`src/rtl/c6_stream.sv`:
```
// C6 extraction unit: accepts a word over valid/ready, folds LANES bytes per beat,
// streams the per-beat results and assembles the packed C6 word.
module c6_stream #(
    parameter int NUM_BYTES = 8,
    parameter int LANES     = 1,
    localparam int BEATS    = NUM_BYTES / LANES,
    localparam int IDX_W    = (BEATS > 1) ? $clog2(BEATS) : 1
) (
    input  logic                     clk,
    input  logic                     rst_n,
    input  logic                     in_valid,
    output logic                     in_ready,
    input  logic [8*NUM_BYTES-1:0]   in_data,
    output logic                     out_valid,
    input  logic                     out_ready,
    output logic [6*LANES-1:0]       out_data,
    output logic [IDX_W-1:0]         out_idx,
    output logic                     out_last,
    output logic [6*NUM_BYTES-1:0]   word_out,
    output logic                     word_valid
);

    localparam int BW = 6 * LANES;
    localparam logic [IDX_W-1:0] LAST_IDX = IDX_W'(BEATS - 1);

    if (NUM_BYTES < 1 || (NUM_BYTES % LANES) != 0) begin : g_bad_params
        $error("c6_stream: LANES must divide NUM_BYTES and NUM_BYTES must be >= 1");
    end

    typedef enum logic {IDLE, RUN} state_t;

    state_t                   state_q, state_d;
    logic [IDX_W-1:0]         idx_q, idx_d;
    logic [8*NUM_BYTES-1:0]   word_q, word_d;
    logic [6*NUM_BYTES-1:0]   pack_q, pack_d;
    logic [6*NUM_BYTES-1:0]   wout_q, wout_d;
    logic                     wvld_q, wvld_d;
    logic [BW-1:0]            beat_fold;

    function automatic logic [5:0] c6_fold(input logic [7:0] b);
        return {b[7] ^ b[1], b[3], b[2], b[5] ^ b[0], b[4], b[6]};
    endfunction

    always_comb begin
        beat_fold = '0;
        for (int k = 0; k < LANES; k++) begin
            beat_fold[6*k +: 6] = c6_fold(word_q[(int'(idx_q) * LANES + k) * 8 +: 8]);
        end
    end

    always_comb begin
        state_d   = state_q;
        idx_d     = idx_q;
        word_d    = word_q;
        pack_d    = pack_q;
        wout_d    = wout_q;
        wvld_d    = 1'b0;
        in_ready  = 1'b0;
        out_valid = 1'b0;
        out_last  = 1'b0;
        out_data  = '0;
        case (state_q)
            IDLE: begin
                in_ready = 1'b1;
                if (in_valid) begin
                    word_d  = in_data;
                    idx_d   = '0;
                    state_d = RUN;
                end
            end
            RUN: begin
                out_valid = 1'b1;
                out_data  = beat_fold;
                out_last  = (idx_q == LAST_IDX);
                in_ready  = out_last && out_ready;
                if (out_ready) begin
                    pack_d[int'(idx_q) * BW +: BW] = beat_fold;
                    if (!out_last) begin
                        idx_d = idx_q + 1'b1;
                    end else begin
                        // final slot is merged here so word_out never lags a beat
                        wout_d = pack_d;
                        wvld_d = 1'b1;
                        idx_d  = '0;
                        if (in_valid) begin
                            word_d = in_data;
                        end else begin
                            state_d = IDLE;
                        end
                    end
                end
            end
            default: state_d = IDLE;
        endcase
    end

    always_ff @(posedge clk or negedge rst_n) begin
        if (!rst_n) begin
            state_q <= IDLE;
            idx_q   <= '0;
            word_q  <= '0;
            pack_q  <= '0;
            wout_q  <= '0;
            wvld_q  <= 1'b0;
        end else begin
            state_q <= state_d;
            idx_q   <= idx_d;
            word_q  <= word_d;
            pack_q  <= pack_d;
            wout_q  <= wout_d;
            wvld_q  <= wvld_d;
        end
    end

    assign out_idx    = idx_q;
    assign word_out   = wout_q;
    assign word_valid = wvld_q;

endmodule

```
`config.mk`:
```
export PLATFORM = sky130hd
export DESIGN_NAME = c6_stream
export DESIGN_NICKNAME = d
export VERILOG_FILES = /design/src/rtl/c6_stream.sv
export SDC_FILE = /design/constraint.sdc
export NUM_CORES = 1
export LEC_CHECK = 0
export ABC_AREA = 0
export ABC_CLOCK_PERIOD_IN_PS = 4300
export CAP_MARGIN = 20
export CORE_UTILIZATION = 42
export DETAILED_ROUTE_END_ITERATION = 8
export HOLD_SLACK_MARGIN = 0.1
export PLACE_DENSITY_LB_ADDON = 0.1
export RECOVER_POWER = 100
export REMOVE_ABC_BUFFERS = 1
export SLEW_MARGIN = 5
export SYNTH_ARGS = -nofsm -noshare
export SYNTH_HDL_FRONTEND = slang
export SYNTH_SLANG_ARGS = --single-unit
```
`constraint.sdc`:
```
create_clock -name clk -period 4.3 [get_ports clk]
set_input_delay 1.075 -clock clk [delete_from_list [all_inputs] [get_ports clk]]
set_output_delay 1.075 -clock clk [all_outputs]
set_load 0.005 [all_outputs]
```
==> impl_metrics.tcl <==
set metrics [dict create \
    status "finished, violations left" \
    violations "max-capacitance violations, max-slew violations" \
    fp.dieH_um 145 \
    cts_setup_buffers 0 \
    wl_met2_um 10700 \
    vias_per_cell 5.42 \
    drive_gt1_share_pct 19.0 \
    critical_path.max_stage_delay_ps 540 \
    dr.pass1.iters 7 \
    drc 0 \
    synth_cells 764 \
    power_density_nw_per_um2 863 \
    ys_seq_area_share_pct 48.2 \
    globalRouteOverflowTotal 0 \
    cts_tree "done" \
    period_share_pct 93.9 \
    min_period_ps 4040 \
    ant_nets 0 \
    fin_nets 970 \
    routed_wl_um 22000 \
    cts-root-buf "clkbuf_16" \
    ys.warnings.count 0 \
    end_kind "primary output" \
    finalMaxSlewViolations 91 \
    final_core_util_pct 54.2 \
    cts_buffer_depth 2 \
    fmax_ghz 0.248 \
    drtIter0Drc 359 \
    grt_use_total_pct 22.3 \
    syn_area_um2 8570 \
    max_slew_margin_pct -56.0 \
    reg2reg_depth 9 \
    wl_met1_um 10100 \
    clock_latency_ps 420 \
    grt_max_degree 92 \
    wire_per_inst_um 18.8 \
    worstPathArrival_ps 2960 \
    min_delay_path_depth 2 \
    start_util_pct 43.5 \
    cts_hold_buf 0 \
    final_cell_mix "dfrtp_1, mux2_2, nand2_1" \
    final_common_cell "dfrtp_1" \
    gp_routability_congestion 0.934 \
    cts_max_level 4 \
    rsz0062_at_grt "no" \
    crit_required_ps 3220 \
    areaGrowthSynthToFinish_pct 24.7 \
    dp.cells 1139 \
    dp_hpwl_um 16200 \
    portBuffers 128 \
    path_max_fanout 22 \
    die_x_um 145 \
    cp_cell_sequence "buf_4 > mux4_2 > mux2i_1 > xnor2_4 > nor2_1 > clkdlybuf4s50_1" \
    wl_met3_um 861 \
    post_cts_resized 0 \
    clk_pin_slew_worst_paths_ps 70 \
    drv_cap 1 \
    grt_pass1_wl_um 35000 \
    fin_cells 1171 \
    crit_path_top_delay_cell "mux4_2" \
    num_rows 51 \
    synth_edf_count 0 \
    io-pin-count 129 \
    ys_types 80 \
    cts_buffers 17 \
    cts_sinks 165 \
    synth_ff_type "dfrtp_1" \
    coreArea_um2 19700 \
    grt_pass1_vias 6378 \
    die-area_um2 21000 \
    synthArstFlopShare_pct 100 \
    vdd_ir_drop_max_mv 0.523 \
    finalSetupViolCount 0 \
    maxUsedRoutingLayer "met4" \
    antenna_found_initial 0 \
    syn_avg_cell_area_um2 11.2 \
    cp-start-kind "register" \
    r2r_slack_ps 360 \
    crit_type "reg -> out" \
    num_antenna_cells 0 \
    via_count 6347 \
    worstMarginPinSlew_ps 2340 \
    hp-class "reg -> reg" \
    synth_seq_cells 165 \
    p_leak_nw 4.74 \
    hold_viol 0 \
    worst_clock_skew_ps 7.99 \
]
-- synth_stat cells, types with 4 or more instances --
library cell / n / share of area (%)
dfrtp_1: 165 / 48
nor2_1: 37 / 1.6
xor2_1: 5 / 0.51
nand3_1: 22 / 1.3
or3_1: 5 / 0.36
o21ai_1: 23 / 1.3
o22ai_1: 7 / 0.51
buf_4: 4 / 0.35
nor3_1: 12 / 0.70
nand4_1: 5 / 0.36
o31ai_1: 11 / 0.96
buf_2: 10 / 0.58
xnor2_1: 13 / 1.3
a21oi_1: 16 / 0.93
mux2_2: 98 / 13
nor2_2: 4 / 0.29
ha_1: 8 / 1.2
o211ai_1: 4 / 0.35
clkbuf_1: 24 / 1.1
inv_1: 9 / 0.39
mux2i_1: 39 / 4.6
and2_1: 7 / 0.51
a31o_2: 7 / 0.72
and3_1: 6 / 0.44
nand2b_1: 10 / 0.73
mux4_2: 8 / 2.1
mux2_1: 9 / 1.2
nor2b_1: 9 / 0.66
nand2_1: 86 / 3.8
o21ai_0: 31 / 1.8
-- critical path, delay by kind of cell (launching register included) --
family,cells,cell delay (ps)
multiplexers,2,930
buffers and inverters,2,840
flip-flops,1,350
XOR/XNOR,1,220
AND/OR/NAND/NOR,1,190
-- worst paths after layout --
kind                                                  to                      from
max in group asynchronous        word_out[3]$_DFFE_PN0P_                     rst_n
worst max-delay path                         out_data[2]    out_idx[0]$_DFFE_PN0P_
worst min-delay path            word_out[27]$_DFFE_PN0P_  word_out[27]$_DFFE_PN0P_
worst min register to register  word_out[27]$_DFFE_PN0P_  word_out[27]$_DFFE_PN0P_
min in group asynchronous       word_out[15]$_DFFE_PN0P_                     rst_n
worst max register to register     pack_q[2]$_DFFE_PN0P_    out_idx[0]$_DFFE_PN0P_
-- through the flow --
stage	power, mW	instance area, um2	TNS (ps)	hold WS, ps	setup WS, ps
after floorplan	5.90	8380	-233	450	-116
after global placement	7.95	10200	0	465	782
after detailed placement	7.99	10200	0	474	771
after CTS	9.55	10800	0	493	300
after global routing	9.88	10700	0	501	112
final	9.23	10700	0	474	262
-- where the power goes --
group          total, mW  leakage (nW)  switching [mW]  internal (mW)
sequential          2.48          2.12           0.328           2.15
clock               1.52         0.278           0.637          0.880
combinational       5.23          2.34            3.01           2.22
-- logic make-up (layout without fill, tap and decap cells) --
| family | Yosys count | in the layout | synth area share, % |
|---|---|---|---|
| AND/OR/NAND/NOR | 218 | 218 | 12.4 |
| AO/OA/AOI/OAI | 139 | 139 | 11.0 |
| multiplexers | 158 | 158 | 21.5 |
| XOR/XNOR | 22 | 22 | 2.80 |
| buffers and inverters | 53 | 195 | 2.73 |
| adder cells (fa/ha/maj) | 9 | 9 | 1.40 |
| flip-flops | 165 | 165 | 48.2 |
-- routing by layer --
| layer | vias up | GRT usage [%] |
|---|---|---|
| met3 | 22 | 3.32 |
| met2 | 169 | 37.5 |
| met1 | 3144 | 29.4 |
| met4 | 0 | 7.70 |
| li1 | 3012 | - |
| met5 | - | 0 |
-- state kept, by name (all words and copies together) (netlist names) --
register and cells:
out_idx 3, pack_q 48, state_q 1, word_out 48, word_q 64, word_valid 1
-- final cells by class --
cell class              instances  area, um2
multi-input cells             546       4150
clock buffers                  20        447
clock inverters                12        144
inverters                      12       45.0
well taps                     265        332
fillers                      1727       9030
repair buffers                151       1450
flip-flops and latches        165       4130
No activity file was read; power rests on OpenSTA's default activity.
